**config.mk**
```make
export PLATFORM = sky130hd
export DESIGN_NAME = vga_timing_gen
export DESIGN_NICKNAME = d
export VERILOG_FILES = /design/src/rtl/vga_timing_gen.sv
export SDC_FILE = /design/constraint.sdc
export NUM_CORES = 1
export LEC_CHECK = 0
export BUFFER_PORTS_ARGS = -buffer_cell sky130_fd_sc_hd__buf_2
export CAP_MARGIN = 15
export CORE_MARGIN = 1.5
export CORE_UTILIZATION = 50
export DETAILED_ROUTE_END_ITERATION = 7
export PLACE_DENSITY = 0.71
export RECOVER_POWER = 50
export SETUP_SLACK_MARGIN = 0.1
export SKIP_LAST_GASP = 1
export SLEW_MARGIN = 20
export SYNTH_ARGS = -nofsm -noshare
export SYNTH_HDL_FRONTEND = slang
export SYNTH_SLANG_ARGS = --single-unit
```
**constraint.sdc**
```tcl
create_clock -name clk -period 2 [get_ports clk]
set_input_delay 0.1 -clock clk [delete_from_list [all_inputs] [get_ports clk]]
set_output_delay 0.1 -clock clk [all_outputs]
set_load 0.01 [all_outputs]
```
**src/rtl/vga_timing_gen.sv**
```systemverilog
// vga_timing_gen: raster H/V counters, sync pulses, display enable, coordinates, strobes.
// Optional VGA_TIMING_RUNTIME_EN: timing taken from cfg_* ports, latched once per frame.
module vga_timing_gen #(
    parameter int CNT_W     = 12,
    parameter int H_VISIBLE = 640,
    parameter int H_FRONT   = 16,
    parameter int H_SYNC    = 96,
    parameter int H_BACK    = 48,
    parameter int V_VISIBLE = 480,
    parameter int V_FRONT   = 10,
    parameter int V_SYNC    = 2,
    parameter int V_BACK    = 33,
    parameter bit HS_POL    = 1'b0,
    parameter bit VS_POL    = 1'b0
) (
    input  logic             clk,
    input  logic             rst,
    input  logic             en,
`ifdef VGA_TIMING_RUNTIME_EN
    input  logic [CNT_W-1:0] cfg_h_visible,
    input  logic [CNT_W-1:0] cfg_h_front,
    input  logic [CNT_W-1:0] cfg_h_sync,
    input  logic [CNT_W-1:0] cfg_h_back,
    input  logic [CNT_W-1:0] cfg_v_visible,
    input  logic [CNT_W-1:0] cfg_v_front,
    input  logic [CNT_W-1:0] cfg_v_sync,
    input  logic [CNT_W-1:0] cfg_v_back,
`endif
    output logic             hsync,
    output logic             vsync,
    output logic             de,
    output logic [CNT_W-1:0] xpos,
    output logic [CNT_W-1:0] ypos,
    output logic             line_start,
    output logic             frame_start
);

    localparam int TW      = CNT_W + 1;
    localparam int H_TOTAL = H_VISIBLE + H_FRONT + H_SYNC + H_BACK;
    localparam int V_TOTAL = V_VISIBLE + V_FRONT + V_SYNC + V_BACK;

    logic [CNT_W-1:0] hcnt, vcnt;
    logic [TW-1:0]    h_vis, hs_beg, hs_end, h_tot;
    logic [TW-1:0]    v_vis, vs_beg, vs_end, v_tot;
    logic [TW-1:0]    hc_x, vc_x;
    logic             h_last, v_last;
    logic             h_in, v_in, h_act, v_act;

`ifdef VGA_TIMING_RUNTIME_EN
    logic [CNT_W-1:0] t_h_vis, t_h_fp, t_h_sy, t_h_bp;
    logic [CNT_W-1:0] t_v_vis, t_v_fp, t_v_sy, t_v_bp;

    // Latch runtime timing during reset and on the last pixel of a frame
    always_ff @(posedge clk) begin
        if (rst || (en && h_last && v_last)) begin
            t_h_vis <= cfg_h_visible;
            t_h_fp  <= cfg_h_front;
            t_h_sy  <= cfg_h_sync;
            t_h_bp  <= cfg_h_back;
            t_v_vis <= cfg_v_visible;
            t_v_fp  <= cfg_v_front;
            t_v_sy  <= cfg_v_sync;
            t_v_bp  <= cfg_v_back;
        end
    end

    // Region boundaries from the latched timing, one bit wider than counters
    always_comb begin
        h_vis  = TW'(t_h_vis);
        hs_beg = h_vis + TW'(t_h_fp);
        hs_end = hs_beg + TW'(t_h_sy);
        h_tot  = hs_end + TW'(t_h_bp);
        v_vis  = TW'(t_v_vis);
        vs_beg = v_vis + TW'(t_v_fp);
        vs_end = vs_beg + TW'(t_v_sy);
        v_tot  = vs_end + TW'(t_v_bp);
    end
`else
    assign h_vis  = TW'(H_VISIBLE);
    assign hs_beg = TW'(H_VISIBLE + H_FRONT);
    assign hs_end = TW'(H_VISIBLE + H_FRONT + H_SYNC);
    assign h_tot  = TW'(H_TOTAL);
    assign v_vis  = TW'(V_VISIBLE);
    assign vs_beg = TW'(V_VISIBLE + V_FRONT);
    assign vs_end = TW'(V_VISIBLE + V_FRONT + V_SYNC);
    assign v_tot  = TW'(V_TOTAL);
`endif

    assign hc_x   = {1'b0, hcnt};
    assign vc_x   = {1'b0, vcnt};
    assign h_last = (hc_x == h_tot - TW'(1));
    assign v_last = (vc_x == v_tot - TW'(1));
    assign h_in   = (hc_x < h_vis);
    assign v_in   = (vc_x < v_vis);
    assign h_act  = (hc_x >= hs_beg) && (hc_x < hs_end);
    assign v_act  = (vc_x >= vs_beg) && (vc_x < vs_end);

    // Flag parameter sets whose raster does not fit the counters
    always_ff @(posedge clk) begin
        if (rst) begin
            assert (H_TOTAL <= 2**CNT_W && V_TOTAL <= 2**CNT_W)
            else $error("vga_timing_gen: raster total exceeds counter range");
        end
    end

    // Advance the raster position one pixel per enabled clock
    always_ff @(posedge clk) begin
        if (rst) begin
            hcnt <= '0;
            vcnt <= '0;
        end else if (en) begin
            if (h_last) begin
                hcnt <= '0;
                vcnt <= v_last ? '0 : vcnt + 1'b1;
            end else begin
                hcnt <= hcnt + 1'b1;
            end
        end
    end

    // Register outputs decoded from the position before it advances
    always_ff @(posedge clk) begin
        if (rst) begin
            hsync       <= ~HS_POL;
            vsync       <= ~VS_POL;
            de          <= 1'b0;
            xpos        <= '0;
            ypos        <= '0;
            line_start  <= 1'b0;
            frame_start <= 1'b0;
        end else begin
            line_start  <= 1'b0;
            frame_start <= 1'b0;
            if (en) begin
                hsync       <= h_act ? HS_POL : ~HS_POL;
                vsync       <= v_act ? VS_POL : ~VS_POL;
                de          <= h_in && v_in;
                xpos        <= h_in ? hcnt : '0;
                ypos        <= v_in ? vcnt : '0;
                line_start  <= (hcnt == '0);
                frame_start <= (hcnt == '0) && (vcnt == '0);
            end
        end
    end

endmodule

```
### Word level (Yosys, flattened, before mapping)

Cells that the tools add are included.

* add/sub/neg operators: 2
* magnitude comparators: 6
* equality and inequality tests: 2
* mux-type cells: 6
* bitwise logic cells: 1
* reductions and logical operators: 8

Operator list (count)
* $mux W12: 4
* $add A12 B1 Y12 const B: 2
* $eq A12 B10 Y1 const B: 2
* $logic_not A12 Y1: 2
* $lt A12 B10 Y1 const B: 2
* $lt A12 B9 Y1 const B: 2
* $ge A12 B10 Y1 const B: 1
* $ge A12 B9 Y1 const B: 1
* $logic_and A1 B1 Y1: 4
* $mux W1: 2
* $reduce_and A2 Y1: 1
* $reduce_or A2 Y1: 1
* $not A1 Y1: 1

* register bits after elaboration: 53
* output and inout bits: 29
* logic and storage cells: 34

### Longest topological paths before layout

Gate-level depths: netlist of run 1.

* depth after elaboration: 3
* gate-level depth with buffers: 8
* gate-level depth less buffers: 6

### Worst setup path after synthesis of run 1

No wires, ideal clock.

* kind: reg2reg
* start point: register hcnt[0]
* end point: register hcnt[1]
* arrival: 1.573 ns
* path slack: 0.364 ns
* stages on the path, launching flop included: 9
* clock period less this slack: 1.636 ns
* path through: dfxtp_1 ha_1 and4_4 buf_6 and3_4 buf_6 or2_4 buf_12 nor2_4

* cells in the longest elaborated chain, start to end: 2

Ends and longest elaborated chain
* start, declared: line 42 `logic [CNT_W-1:0] hcnt, vcnt;`
* start signal, assigned: line 116 `hcnt <= hcnt + 1'b1;`
* $add A12 B1 Y12 / $eq A12 B10 Y1 (equally long branches): line 116, 91
* $mux W12 (*): line 112 `if (h_last) begin`

Every way passes the cells marked *; elsewhere a longest branch is shown, timed or not.
A chain may end at the register's enable or synchronous reset.

### Worst setup path after layout of run 1

* start point: register hcnt[0]
* end point: register hcnt[10]

Same word-level chain as after synthesis.

==> results of run 1 <==
==> power groups by stage <==
stage                     Clock (mW)  Sequential [mW]  Combinational [mW]
after floorplan                    0             1.10              0.0727
after global placement             0             1.10              0.0996
after detailed placement           0             1.10               0.101
after CTS                      0.769             1.07               0.102
after global routing           0.809             1.08               0.110
final                          0.755             1.07               0.101
==> layer usage <==
metal,up-vias,GRT usage (%)
met1,876,28.23
li1,939,-
met4,0,7.757
met5,-,0
met3,10,2.901
met2,46,29.26
==> repair_timing <==
action	CTS	global route
setup endpoints to repair	0	7
resized for setup	0	1
hold endpoints to repair	0	0
hold buffers	0	0
setup buffers	0	2
==> stage by stage <==
step	hold WS (ns)	worst slack, ns	cells
2_1_floorplan	0.3881	0.3640	246
3_3_place_gp	0.4364	0.2513	330
3_5_place_dp	0.4416	0.2019	330
4_1_cts	0.1841	0.1807	338
5_1_grt	0.2800	0.07505	340
6_report	0.2555	0.1782	340
==> cells by family after synthesis <==
kind of cell,after synthesis
AOI/OAI and AO/OA,41
and+or+nand+nor,99
adders and majority gates,4
muxes,6
xor gates and xnor gates,11
DFF,53
buffers and inverters,32
==> sequential cells by signal, summed over array words and instances (netlist names) <==
register / cells
de: 1
frame_start: 1
hcnt: 12
hsync: 1
line_start: 1
vcnt: 12
vsync: 1
xpos: 12
ypos: 12
==> placed cells by master (no fill, tap or decap), drive strengths merged <==
cell,netlist,routed
clkbuf,10,38
nand2b,4,4
nand4,14,14
nand3,12,12
a31o,1,1
buf,13,10
and4bb,1,1
a41oi,1,1
nor3,5,5
xor2,6,6
nor4bb,3,3
mux2i,6,6
nor2b,3,3
ha,4,4
inv,9,9
and2,7,7
and3,8,8
a21oi,15,15
clkinvlp,0,1
dfxtp,53,53
nor4b,4,4
bufinv,0,1
or3,1,1
o21ai,3,3
nor2,21,21
o22ai,2,2
a31oi,2,2
and4b,1,1
nand2,5,5
a22o,17,17
or2,1,1
xnor2,5,5
and4,8,8
nor4,1,1
==> area by class of cell <==
cell class	count	area share (%)
Sequential cell	53	39.31
Tap cell	67	3.106
Clock buffer	6	3.060
Clock inverter	2	1.391
Inverter	9	1.252
Multi-Input combinational cell	161	44.74
Timing Repair Buffer	42	7.140
==> worst max-delay path, cell delays in order, from the launching register on <==
cell,delay [ns]
dfxtp_1,0.42
ha_1,0.23
and4_1,0.32
and3_4,0.33
or2_4,0.35
nor2_4,0.06
==> worst max-delay path by stage <==
stage | startpoint | to | cells past startpoint
2_1_floorplan | hcnt[0] | hcnt[1] | 8
3_3_place_gp | vcnt[0] | vcnt[10] | 7
3_5_place_dp | vcnt[0] | vcnt[10] | 7
4_1_cts | vcnt[0] | vcnt[10] | 7
5_1_grt | hcnt[0] | hcnt[10] | 5
6_report | hcnt[0] | hcnt[10] | 5
==> flow_metrics.py, run 1 <==
metrics = {
    "timing": {
        "skew_ns": 0.007640,
        "hold_violations": 0,
        "fin_tns_setup_ns": 0,
        "post-route-min-period_ns": 1.822,
        "slew_headroom_pct": 32.09,
        "rsz0062_at_grt": "false",
        "setup_viol": 0,
        "drv_slew": 0,
        "fin_crit_sh_pct": 91.09,
        "worstMarginPinSlew_ns": 1.019,
        "max_freq_mhz": 548.9,
    },
    "route": {
        "wl_met3_um": 189,
        "dr.max_layer_used": "met4",
        "drc_errors": 0,
        "first_iter_violations": 105,
        "wl_met2_um": 2147,
        "routedWlPerCell_um": 14.46,
        "avgViaCountPerCell": 5.503,
        "wl_met1_um": 2484,
        "ant_nets": 0,
        "num_vias": 1871,
        "routed_wl_um": 4916,
        "first_pass_iters": 4,
    },
    "logic_synthesis": {
        "synth_compound_area_share_pct": 11.85,
        "synth_edf_count": 0,
        "synth_cell_types": 41,
        "synth-xor-area-share_pct": 3.949,
        "synthTopCellsByArea": "dfxtp_1, a22o_1, nor2_4, nand4_1, a21oi_1",
        "yosys-mux-area-fraction_pct": 2.462,
        "synth_flop_cell": "dfxtp_1",
        "synth_area_mm2": 0.002440,
        "ys_top_cells_by_count": "dfxtp_1, a22o_1, a21oi_1",
        "syn_area_per_cell_um2": 9.918,
        "ys_ff_latch": 53,
        "synth_most_common_cell": "dfxtp_1",
        "syn_inst": 246,
        "synth_top_area_cell": "dfxtp_1",
        "syn-num-nets": 253,
        "synth_top_family_by_area": "simple AND/OR/NAND/NOR gates",
        "ys_async_sr_fraction_pct": 0,
        "netlist.area_leader.share_pct": 43.49,
        "yosysWarnings": 0,
        "synth-simple-area-share_pct": 28.92,
        "synth_seq_area_share_pct": 43.49,
        "synthAdderAreaFrac_pct": 2.051,
    },
    "die": {
        "dieArea_mm2": 0.005308,
        "initial_core_util_pct": 51.66,
        "rows": 25,
        "fp.dieH_um": 72.86,
        "num_io_pins": 32,
        "core-area_mm2": 0.004723,
        "dieWidth_um": 72.86,
    },
    "cts": {
        "cts_buffers": 5,
        "cts-root-buf": "clkbuf_8",
        "cts.reportedPaths.clkPinSlew_ns": 0.10,
        "cts_sinks": 53,
        "cts_tree": "done",
        "clk_latency_ns": 0.31,
        "cts_max_path_buffers": 2,
        "htree_levels": 2,
    },
    "global_route": {
        "grt_pass1_wl_um": 8093,
        "antenna_found_initial": 0,
        "grt_max_degree": 23,
        "grt.overflow.total": 0,
        "grt_pass1_vias": 1688,
        "track_usage_pct": 19.55,
    },
    "hold_path": {
        "hold_path_end": "ypos[5]",
        "hp-class": "in2reg",
        "hp-start": "en",
        "hold_depth": 3,
    },
    "worst_setup_path": {
        "reg2reg_from": "hcnt[0]",
        "rrSetupSlack_ns": 0.18,
        "critPathMaxFanout": 16,
        "worstRegToRegCells": 5,
        "worstSetupPathType": "reg2reg",
        "endpoint_kind": "register",
        "rr_endpoint": "hcnt[10]",
        "required_ns": 2.20,
        "setup.worst_path.start_class": "register",
        "arrival_ns": 2.02,
    },
    "pwr": {
        "p_per_area_mw_per_mm2": 715.2,
        "total_power_mw": 1.930,
        "p_sw_share_pct": 21.83,
        "comb_power_share_pct": 5.2,
        "leakagePower_nw": 0.9590,
        "p_clk_share_pct": 39.1,
        "p_int_mw": 1.509,
        "ir_worst_vdd_v": 0.0002910,
        "power_switching_uw": 421.4,
        "seq_power_share_pct": 55.7,
    },
    "finish": {
        "drive_gt1_share_pct": 13.19,
        "ff_latch_area_mm2": 0.001061,
        "fin_area_mm2": 0.002699,
        "finish.net_count": 279,
        "diodes": 0,
        "fin_util_pct": 57.14,
        "multi_input_area_mm2": 0.001207,
        "syn_to_final_growth_pct": 10.62,
        "fillers": 434,
    },
    "placement": {
        "placedInstanceArea_mm2": 0.002603,
        "place.gp.congestion": 0.7713,
        "io_buffers": 31,
        "hpwlAfterDp_um": 3287,
    },
    "outcome": {
        "outcome": "finished, final reports clean",
    },
    "job": {
        "drv_cap": 0,
    },
}
Power figures use the tool's default switching activity.
==> inputs of run 2 (changes only) <==
Settings changed: CELL_PAD_IN_SITES_DETAIL_PLACEMENT from default to 1, CELL_PAD_IN_SITES_GLOBAL_PLACEMENT from default to 1, CORE_UTILIZATION 50 to 44, PLACE_DENSITY 0.71 to default, PLACE_DENSITY_LB_ADDON from default to 0.1.
==> run 2 against run 1 <==
Effect of this change: worst hold slack worse by 0.19 ns; largest power group unchanged; count of clock-buffer cells in the layout down 1; largest cell class unchanged; global-route usage rose by 1.3 points; register-to-register slack improved by 0.11 ns; utilization decreased by 5.7 points; setup slack better by 0.11 ns; cell area decreased by 0.23%; first-iteration DRC count decreased by 4.8%; non-clock buffer count increased by 1.
==> flow_metrics.py, run 2 (same netlist as run 1, synthesis figures left out) <==
metrics = {
    "die": {
        "initial_core_util_pct": 46.58,
        "rows": 26,
        "fp.dieH_um": 77.47,
        "dieArea_mm2": 0.006001,
        "core-area_mm2": 0.005238,
        "num_io_pins": 32,
        "dieWidth_um": 77.47,
    },
    "route": {
        "ant_nets": 0,
        "routedWlPerCell_um": 16.93,
        "routed_wl_um": 5808,
        "first_pass_iters": 4,
        "first_iter_violations": 100,
        "num_vias": 1922,
        "drc_errors": 0,
        "avgViaCountPerCell": 5.603,
    },
    "placement": {
        "hpwlAfterDp_um": 4088,
        "place.gp.congestion": 0.7742,
        "io_buffers": 31,
    },
    "worst_setup_path": {
        "reg2reg_from": "hcnt[0]",
        "crit_chain": "ha_1 > and4_1 > and3_4 > buf_4 > and2_1 > o22ai_1",
        "endpoint_kind": "register",
        "worstSetupPathType": "reg2reg",
        "critPathMaxFanout": 15,
        "required_ns": 2.20,
        "cp.buffers_inverters": 1,
        "arrival_ns": 1.91,
        "crit_family": "simple AND/OR/NAND/NOR gates",
        "worstSetupStartpoint": "hcnt[0]",
        "slowest_stage": "dfxtp_1",
        "slowest_delay_ns": 0.41,
        "worstRegToRegCells": 6,
        "cp.depth": 6,
        "setup.worst_path.start_class": "register",
    },
    "cts": {
        "cts_buffers": 5,
        "cts_sinks": 53,
        "cts_max_path_buffers": 2,
        "htree_levels": 2,
        "post-cts-setup-buffers": 0,
        "cts-root-buf": "clkbuf_8",
        "cts_tree": "done",
        "cts_hold_buf": 0,
        "clk_latency_ns": 0.31,
        "cts_resized": 0,
        "cts.reportedPaths.clkPinSlew_ns": 0.09,
    },
    "timing": {
        "hold_violations": 0,
        "max_freq_mhz": 584.8,
        "post-route-min-period_ns": 1.710,
        "worstMarginPinSlew_ns": 0.7124,
        "rsz0062_at_grt": "false",
        "fin_crit_sh_pct": 85.49,
        "slew_headroom_pct": 52.33,
        "setup_viol": 0,
        "hold_ws_ns": 0.06735,
        "drv_slew": 0,
        "fin_tns_setup_ns": 0,
        "skew_ns": 0.01093,
    },
    "pwr": {
        "leakagePower_nw": 0.9562,
        "p_per_area_mw_per_mm2": 702.7,
        "ir_worst_vdd_v": 0.0004271,
    },
    "global_route": {
        "grt_max_degree": 17,
        "antenna_found_initial": 0,
        "grt_pass1_wl_um": 9915,
        "grt.overflow.total": 0,
        "grt_pass1_vias": 1934,
        "track_usage_pct": 20.85,
    },
    "finish": {
        "diodes": 0,
        "mostFrequentLayoutCell": "dfxtp_1",
        "finish.net_count": 280,
        "syn_to_final_growth_pct": 10.36,
        "fillers": 626,
        "final_cell_mix": "dfxtp_1, clkbuf_1, a22o_1",
        "drive_gt1_share_pct": 13.92,
    },
    "hold_path": {
        "hp-start": "rst",
        "hp-class": "in2reg",
        "hold_depth": 2,
    },
    "job": {
        "drv_cap": 0,
    },
    "outcome": {
        "outcome": "finished, final reports clean",
    },
}
==> run 2: per-stage QoR <==
stage | cell area [um^2] | power (mW) | util (%) | worst slack (ns) | std cells
2_1_floorplan | 2440 | 1.173 | - | 0.3640 | 246
3_5_place_dp | 2629 | 1.206 | 50.19 | 0.3515 | 336
3_3_place_gp | 2629 | 1.204 | 50.19 | 0.3707 | 336
5_1_grt | 2693 | 1.957 | 51.41 | 0.1433 | 343
4_1_cts | 2733 | 1.923 | 52.17 | 0.3363 | 343
6_report | 2693 | 1.892 | 51.41 | 0.2901 | 343
==> run 2: cell type report <==
cell class / instances / area, um^2 / area share [%]
inverter: 9 / 33.78 / 1.255
timing repair buffer: 43 / 207.7 / 7.714
clock buffer: 5 / 68.82 / 2.556
tap: 70 / 87.58 / 3.253
multi-input combinational: 161 / 1199 / 44.52
sequential: 53 / 1061 / 39.41
clock inverter: 2 / 35.03 / 1.301
==> run 2: worst register-to-register path, cell delays in order (launching register included) <==
cell and delay (ns):
dfxtp_1 0.41, ha_1 0.23, and4_1 0.32, and3_4 0.22
buf_4 0.20, and2_1 0.15, o22ai_1 0.08
==> run 2: where the power goes <==
group	switching (mW)	internal (mW)	total [mW]
Combinational	0.0662	0.0379	0.104
Sequential	0.00839	1.07	1.07
Clock	0.349	0.364	0.714
==> run 2: worst paths after layout <==
kind / slack [ns] / endpoint
max: 0.29 / vcnt[4]
min: 0.07 / hcnt[4]
max reg2reg: 0.29 / vcnt[4]
min reg2reg: 0.47 / ypos[11]
==> run 2: layer usage <==
| layer | vias up | track usage (%) | routed length (um) |
|---|---|---|---|
| li1 | 932 | - | - |
| met1 | 944 | 30.00 | 3079 |
| met2 | 41 | 31.40 | 2451 |
| met3 | 5 | 4.235 | 207 |
| met4 | 0 | 6.000 | 70 |
| met5 | - | 0 | 0 |
